### src/rtl/paddle_position.sv
// paddle_position
//   Turns the wrapping 8-bit click count from the quadrature decoder into a
//   clamped vertical paddle position. On each FRAME_TICK the block runs one
//   pass of DELTA -> SCALE -> APPLY:
//     DELTA : signed 8-bit click delta since the previous pass
//     SCALE : delta * 2^STEP_SHIFT, saturated to +/-MAX_STEP, optional invert
//     APPLY : add to PADDLE_Y and clamp to [Y_MIN, Y_MAX - PADDLE_H]
//   CENTER overrides everything and snaps the paddle back to mid-screen.
//
// Handshake: there is no ready/valid pair. FRAME_TICK is a request pulse that
//   is never dropped: in IDLE it starts a pass, otherwise it is remembered as
//   a single pending pass (any number of ticks merge). UPDATED is a one-cycle
//   pulse in the cycle after a pass or recentre lands in PADDLE_Y. BUSY is
//   high whenever a pass is in flight.
//
// Ports:
//   CLOCK      in   system clock, rising edge
//   RESET      in   asynchronous active-high reset
//   COUNT      in   [7:0] encoder click count, wraps modulo 256
//   FRAME_TICK in   one-cycle pulse at start of vertical blank
//   CENTER     in   synchronous recentre request, level-sampled
//   PADDLE_Y   out  [9:0] paddle top row in pixels
//   UPDATED    out  one-cycle pulse after a pass or recentre
//   BUSY       out  high while state != IDLE
//   STATE      out  [1:0] current FSM state (debug observation)

module paddle_position #(
  parameter int Y_MIN      = 0,
  parameter int Y_MAX      = 480,
  parameter int PADDLE_H   = 64,
  parameter int STEP_SHIFT = 2,
  parameter int MAX_STEP   = 32,
  parameter int INVERT     = 0
) (
  input  logic       CLOCK,
  input  logic       RESET,
  input  logic [7:0] COUNT,
  input  logic       FRAME_TICK,
  input  logic       CENTER,
  output logic [9:0] PADDLE_Y,
  output logic       UPDATED,
  output logic       BUSY,
  output logic [1:0] STATE
);

  localparam int Y_HI  = Y_MAX - PADDLE_H;
  localparam int Y_CTR = (Y_MIN + Y_HI) / 2;

  localparam logic [9:0]         Y_MIN_V  = 10'(Y_MIN);
  localparam logic [9:0]         Y_HI_V   = 10'(Y_HI);
  localparam logic [9:0]         Y_CTR_V  = 10'(Y_CTR);
  localparam logic signed [11:0] Y_MIN_S  = 12'(Y_MIN);
  localparam logic signed [11:0] Y_HI_S   = 12'(Y_HI);
  localparam logic signed [11:0] STEP_LIM = 12'(MAX_STEP);

  typedef enum logic [1:0] {
    S_IDLE  = 2'd0,
    S_DELTA = 2'd1,
    S_SCALE = 2'd2,
    S_APPLY = 2'd3
  } state_t;

  state_t              state, state_nxt;
  logic [7:0]          sample, sample_nxt;
  logic [7:0]          last_count, last_nxt;
  logic                primed, primed_nxt;
  logic                pending, pending_nxt;
  logic signed [7:0]   delta_r, delta_nxt;
  logic signed [11:0]  step_r, step_nxt;
  logic [9:0]          paddle_y, y_nxt;
  logic                updated, updated_nxt;

  logic signed [11:0]  delta_ext;
  logic signed [11:0]  step_shift;
  logic signed [11:0]  step_sat;
  logic signed [11:0]  step_dir;
  logic signed [11:0]  sum;
  logic [9:0]          y_clamped;

  always_comb begin
    state_nxt   = state;
    sample_nxt  = sample;
    last_nxt    = last_count;
    primed_nxt  = primed;
    pending_nxt = pending;
    delta_nxt   = delta_r;
    step_nxt    = step_r;
    y_nxt       = paddle_y;
    updated_nxt = 1'b0;

    // Scaling datapath, consumed in SCALE.
    delta_ext  = {{4{delta_r[7]}}, delta_r};
    step_shift = delta_ext <<< STEP_SHIFT;
    if (step_shift > STEP_LIM) begin
      step_sat = STEP_LIM;
    end else if (step_shift < -STEP_LIM) begin
      step_sat = -STEP_LIM;
    end else begin
      step_sat = step_shift;
    end
    step_dir = (INVERT != 0) ? -step_sat : step_sat;

    // Position datapath, consumed in APPLY. Widening to 12-bit signed lets
    // an upward move past the top show up as negative before clamping.
    sum = $signed({2'b00, paddle_y}) + step_r;
    if (sum < Y_MIN_S) begin
      y_clamped = Y_MIN_V;
    end else if (sum > Y_HI_S) begin
      y_clamped = Y_HI_V;
    end else begin
      y_clamped = sum[9:0];
    end

    case (state)
      S_IDLE: begin
        if (FRAME_TICK) begin
          sample_nxt = COUNT;
          state_nxt  = S_DELTA;
        end
      end
      S_DELTA: begin
        if (FRAME_TICK) pending_nxt = 1'b1;
        // The first pass after reset only records the baseline.
        delta_nxt  = primed ? (sample - last_count) : 8'd0;
        last_nxt   = sample;
        primed_nxt = 1'b1;
        state_nxt  = S_SCALE;
      end
      S_SCALE: begin
        if (FRAME_TICK) pending_nxt = 1'b1;
        step_nxt  = step_dir;
        state_nxt = S_APPLY;
      end
      S_APPLY: begin
        y_nxt       = y_clamped;
        updated_nxt = 1'b1;
        // A tick landing in APPLY is treated as pending; the follow-on pass
        // captures COUNT on this same edge and skips IDLE.
        if (pending || FRAME_TICK) begin
          sample_nxt  = COUNT;
          pending_nxt = 1'b0;
          state_nxt   = S_DELTA;
        end else begin
          state_nxt = S_IDLE;
        end
      end
      default: begin
        state_nxt = S_IDLE;
      end
    endcase

    // Recentre wins over everything, including a coincident FRAME_TICK and
    // any pass in flight.
    if (CENTER) begin
      y_nxt       = Y_CTR_V;
      last_nxt    = COUNT;
      primed_nxt  = 1'b1;
      pending_nxt = 1'b0;
      state_nxt   = S_IDLE;
      updated_nxt = 1'b1;
    end
  end

  always_ff @(posedge CLOCK or posedge RESET) begin
    if (RESET) begin
      state      <= S_IDLE;
      sample     <= 8'd0;
      last_count <= 8'd0;
      primed     <= 1'b0;
      pending    <= 1'b0;
      delta_r    <= 8'sd0;
      step_r     <= 12'sd0;
      paddle_y   <= Y_CTR_V;
      updated    <= 1'b0;
    end else begin
      state      <= state_nxt;
      sample     <= sample_nxt;
      last_count <= last_nxt;
      primed     <= primed_nxt;
      pending    <= pending_nxt;
      delta_r    <= delta_nxt;
      step_r     <= step_nxt;
      paddle_y   <= y_nxt;
      updated    <= updated_nxt;
    end
  end

  assign PADDLE_Y = paddle_y;
  assign UPDATED  = updated;
  assign BUSY     = (state != S_IDLE);
  assign STATE    = state;

endmodule
### config.mk
export PLATFORM = sky130hd
export DESIGN_NAME = paddle_position
export DESIGN_NICKNAME = d
export VERILOG_FILES = /design/src/rtl/paddle_position.sv
export SDC_FILE = /design/constraint.sdc
export NUM_CORES = 1
export LEC_CHECK = 0
export CORE_MARGIN = 10
export CORE_UTILIZATION = 30
export CTS_CLUSTER_SIZE = 30
export DETAILED_ROUTE_END_ITERATION = 8
export HOLD_SLACK_MARGIN = 0.15
export SLEW_MARGIN = 40
export SYNTH_ARGS = -nofsm -noshare
export SYNTH_HDL_FRONTEND = slang
export SYNTH_SLANG_ARGS = --single-unit
### constraint.sdc
create_clock -name CLOCK -period 2.2 [get_ports CLOCK]
set_clock_uncertainty 0.1 [all_clocks]
set_input_delay 0.33 -clock CLOCK [delete_from_list [all_inputs] [get_ports CLOCK]]
set_output_delay 0.33 -clock CLOCK [all_outputs]
set_load 0.01 [all_outputs]
== Word level (Yosys, flattened, before mapping) ==
Index checks and enable logic that the tools add are counted.

* Register bits after elaboration: 51
* Input bits: 12
* Output and inout port bits: 14
* Word-level logic and storage cells: 57

* Add/sub/neg operators: 2
* Order comparisons: 4
* Equal/unequal tests: 8
* Multiplexer cells: 24
* Reduce and logical (&&, ||, !) cells: 10

{| class="wikitable"
|+ Operators with widths
! operator !! number
|-
| 10-bit two-way mux || 4
|-
| 8-bit two-way mux || 5
|-
| 12-bit two-way mux || 2
|-
| 8-bit one-hot mux with 2 select lines || 1
|-
| 11-bit by 12-bit adder with 12-bit output || 1
|-
| 12-bit by 10-bit > comparator with 1-bit output, second input constant || 1
|-
| 12-bit by 1-bit < comparator with 1-bit output, second input constant || 1
|-
| 10-bit by 7-bit > comparator with 1-bit output, second input constant || 1
|-
| 10-bit by 6-bit < comparator with 1-bit output, second input constant || 1
|-
| 1-bit two-way mux || 8
|-
| 2-bit one-hot mux with 4 select lines || 1
|-
| 2-bit nonzero test || 4
|-
| 8-bit subtractor || 1
|-
| 3-bit != test, second input constant || 2
|-
| 3-bit AND reduction || 2
|-
| 2-bit equality test, second input constant || 2
|-
| 2-bit two-way mux || 2
|-
| 2-bit != test, second input constant || 2
|-
| 3-bit by 1-bit != test with 1-bit output, second input constant || 1
|-
| 3-bit nonzero test || 1
|-
| 2-bit by 1-bit equality test with 1-bit output, second input constant || 1
|-
| 2-bit logical NOT || 1
|-
| 1-bit one-hot mux with 2 select lines || 1
|-
| 2-bit OR reduction || 1
|-
| 1-bit logical OR || 1
|}

== Longest topological paths before layout ==
* Depth after elaboration: 6
* Depth in mapped cells: 10
* Depth with buffers taken out: 10

== Worst setup path after synthesis ==
Ideal clock, no wire load.

* Kind: flip-flop to flip-flop
* Start: reg paddle_y[2] (netlist: PADDLE_Y[2])
* End: reg paddle_y[5] (netlist: PADDLE_Y[5])
* Setup time: 0.121 ns
* Arrival: 2.290 ns
* Required time: 1.979 ns
* Slack: -0.311 ns
* Stages on the path, launching flop included: 9
* Path buffers: 0
* Clock period less this slack: 2.511 ns
* Path through: dfrtp_1 > ha_1 > fa_1 > a211oi_1 > o211ai_1 > a21o_2 > o31ai_1 > o211ai_1 > a22o_1

* Longest elaborated chain between the ends: 6
* Elaborated cells on any way between the ends: 7
* Classes of those cells: add/sub: 1; order compare: 2; mux: 4

{| class="wikitable"
|+ RTL lines
! what !! RTL line !! RTL
|-
| start: declaration || 70 || <nowiki>logic [9:0] paddle_y, y_nxt;</nowiki>
|-
| start signal: assignment || 183 || <nowiki>paddle_y <= y_nxt;</nowiki>
|-
| 11-bit by 12-bit adder with 12-bit output (*) || 105 || <nowiki>sum = $signed({2'b00, paddle_y}) + step_r;</nowiki>
|-
| 12-bit by 10-bit > comparator with 1-bit output || 108 || <nowiki>end else if (sum > Y_HI_S) begin</nowiki>
|-
| 10-bit two-way mux || 108 ||
|-
| 10-bit two-way mux (*) || 106 || <nowiki>if (sum < Y_MIN_S) begin</nowiki>
|-
| 10-bit two-way mux (*) || 114 || <nowiki>case (state)</nowiki>
|-
| 10-bit two-way mux (*) || 154 || <nowiki>if (CENTER) begin</nowiki>
|}

Mark *: on every way between the ends. The rest lies on a longest branch, timed or not. The select of a mux whose other input is x is not followed.
A chain may end at the register's enable or synchronous reset.

== Worst setup path after layout ==
* Start: reg paddle_y[6] (netlist: PADDLE_Y[6])
* End: reg paddle_y[2] (netlist: PADDLE_Y[2])

Same word-level chain as after synthesis.

==> metrics.txt <==
status=finished with violations; failing checks=setup timing; DRT Pass-1 Iters=4; Initial Util=between 30 and 40%; final net count=~370; largest net degree at the start of global routing=24; Int Power=2.79 mW; io pins=26; vias per inst=between 4 and 5; Synth Instances=about 280; initial drt markers=64; switch share=40.6%; largest area contributor in the netlist=dfrtp_1; area delta synth->final=29.7%; r2r setup slk=-0.17 ns; Fill cells=882; Yosys Warn Count=0; peak supply drop=roughly 0.58 mV; register area share after synthesis=41.3%; routability congestion estimate=0.896; antenna violations before repair=0; Synth cell types=50; pwr dens=between 1000 and 1500 mW/mm^2; grt ovf=0; min-delay worst type=primary input to async pin; drt drc=0; Placed Instance Area=0.00334 mm^2; Critical Path AT=2.46 ns; vias in the first global route=between 2000 and 2500; endpoints failing hold=0; Post-synth EDFFs=0; RSZ-0062 raised after global routing=true; FF+latch area=about 0.0011 mm^2; TritonCTS Buffers=5; Detail Route Antenna Nets=0; Worst Setup End Kind=register; Vert. Die Dim=between 100 and 150 um; Setup WS pre-CTS=-0.134 ns; Die W=about 120 um; uppermost layer routed=met4; max frequency=0.423 GHz; Setup Total Neg Slack=-0.824 ns; launch point of the worst reg-to-reg path=PADDLE_Y[6]; worst endpoint required time=2.29 ns; post-route cell area=0.00354 mm^2; Core Box Area=0.00881 mm^2; Seq pwr share=29.0%; Final setup viols=7; Ant. Diodes=0; root buffer cell=clkbuf_8; final non-filler cell total=~450; Register-to-Register Path Depth=8; Clock Path Buffers=2; worst skew pair latency=approximately 0.31 ns; Detailed Place HPWL=~4900 um; fin. max-slew vios=0; Slew HR=62.2%; vias=2205; Cells after DPL=432; setup ws final=-0.166 ns; CP Max Fanout=3; Hold Buf Count CTS=0; post-route minimum period=~2.4 ns; CTS clk-pin slew, worst paths=0.10 ns; CTS H-tree depth=2; Comb pwr share=59.1%; port bufs=23; Clk pwr share=between 10% and 20%; Multi-input gate area=0.00156 mm^2; gr usage total=9.53%; Routed Wire Length=6190 um; asr flop ratio synth=between 90% and 100%; top cells by area, synth=dfrtp_1 38%, ha_1 10%, mux2_2 4.9%; area share of the largest cell type after synthesis=38.4%; Psw=1.90 mW; CTS tree=built; maxcap violations=0; top_reg_cell synth=dfrtp_1; CP Launch Type=register; routed len/inst=13.9 um; first-pass GRT wire length=10400 um; Worst Max-Slew Pin Slew=~0.57 ns; row count=34; R2R Path End=PADDLE_Y[2]; met2 wire length=2950 um; Pleak=about 1.6 nW; Setup CP Type=register to register; mean post-synth cell area=9.87 um^2; Yosys reg bits=45; period utilization=108%; share of layout cells above drive strength 1=26.3%; metal1 wirelength=2920 um; die area=0.0133 mm^2; Detail Route met3 WL=246 um; synthesized area=approximately 0.0027 mm^2; total clock sinks=45
[through the flow]
stage	total power, mW	hold WS [ns]	utilization (%)
after floorplan	3.22	0.335	-
after global placement	3.96	0.403	37.9
after detailed placement	4.03	0.398	37.9
after CTS	4.63	0.275	39.3
after global routing	5.12	0.295	40.3
final	4.69	0.261	40.3
[final cells by class]
class / instances / area share [%]
Clock buffer: 5 / 1.94
Timing Repair Buffer: 60 / 14.8
Multi-Input combinational cell: 197 / 43.9
Tap cell: 108 / 3.81
Inverter: 28 / 2.97
Clock inverter: 3 / 0.706
Sequential cell: 45 / 31.9
[layout by cell type (no fill, tap or decap), types with 5 or more instances in the layout]
cell / instances
nand2_1: 21
o211ai_1: 5
o21ai_0: 16
ha_1: 18
o22ai_1: 6
nand3_1: 5
mux2i_1: 8
a21o_1: 6
dfrtp_1: 40
a21oi_1: 14
clkbuf_8: 5
inv_1: 26
nor2_1: 17
mux2_2: 12
buf_4: 36
clkdlybuf4s50_1: 22
xnor2_1: 6
[synth_stat cells, types with 2 or more instances]
| library cell | count |
|---|---|
| and3_1 | 3 |
| o22ai_1 | 6 |
| or3_1 | 3 |
| xor2_1 | 2 |
| o21ai_0 | 18 |
| inv_1 | 28 |
| ha_1 | 22 |
| a211oi_1 | 3 |
| nand2_1 | 21 |
| nor2b_1 | 2 |
| nor3_1 | 6 |
| nor2_1 | 17 |
| a32o_1 | 2 |
| a21o_1 | 6 |
| o21ai_1 | 2 |
| xnor2_1 | 7 |
| nand3_1 | 6 |
| a31o_2 | 2 |
| dfrtp_1 | 42 |
| a21oi_1 | 15 |
| buf_4 | 2 |
| clkbuf_1 | 5 |
| mux2_2 | 12 |
| fa_1 | 2 |
| o211ai_1 | 5 |
| o31ai_1 | 2 |
| mux2i_1 | 9 |
| dfstp_2 | 3 |
| o21a_1 | 3 |
[layer usage]
layer,track usage (%),vias to the layer above
li1,-,1097
met1,12.1,1066
met2,15.9,35
met4,2.53,0
met5,0,-
met3,2.12,7
[worst max-delay path by stage]
stage,endpoint,cells after the start,startpoint,slack (ns)
finish,PADDLE_Y[2],8,PADDLE_Y[6],-0.17
global route,PADDLE_Y[5],8,step_r[2],-0.25
CTS,PADDLE_Y[2],8,step_r[2],-0.15
detailed placement,PADDLE_Y[2],8,PADDLE_Y[4],-0.13
global placement,PADDLE_Y[2],8,PADDLE_Y[4],-0.11
floorplan,PADDLE_Y[5],8,PADDLE_Y[2],-0.05
[critical path: stages (launching register included)]
cell	delay [ns]
dfstp_2	0.56
ha_1	0.25
and3_1	0.21
a221oi_4	0.32
buf_4	0.18
xnor2_2	0.13
nand3_2	0.11
and2_4	0.17
a32o_1	0.22
[cell families after synthesis]
kind of cell	after synthesis	share of synthesized area [%]
buf+inv	36	5.49
flops	45	41.3
fa+ha+maj	24	11.5
compound gates	74	18.5
xor+xnor	9	2.88
mux	21	8.24
simple gates	67	11.9
other cells	1	0.137
[power by group through the flow]
stage | Combinational [mW] | Sequential (mW) | Clock, mW
after floorplan | 1.90 | 1.32 | 0
after global placement | 2.60 | 1.35 | 0
after detailed placement | 2.66 | 1.36 | 0
after CTS | 2.70 | 1.35 | 0.578
after global routing | 3.10 | 1.40 | 0.614
final | 2.77 | 1.36 | 0.556
[state kept, by name (all words and copies together) (netlist names), 2 cells and up]
register and flops:
last_count 8, delta_r 8, step_r 8, PADDLE_Y 8, STATE 2, sample 8
[what timing repair did]
item | in CTS | in global routing
pin swaps | 2 | 6
gates resized for setup | 2 | 11
setup endpoints to repair | 8 | 9
endpoints found under the hold margin | 0 | 0
buffers inserted | 2 | 4
gates cloned | 0 | 0
Note: power is estimated with default switching activity, not from simulation.
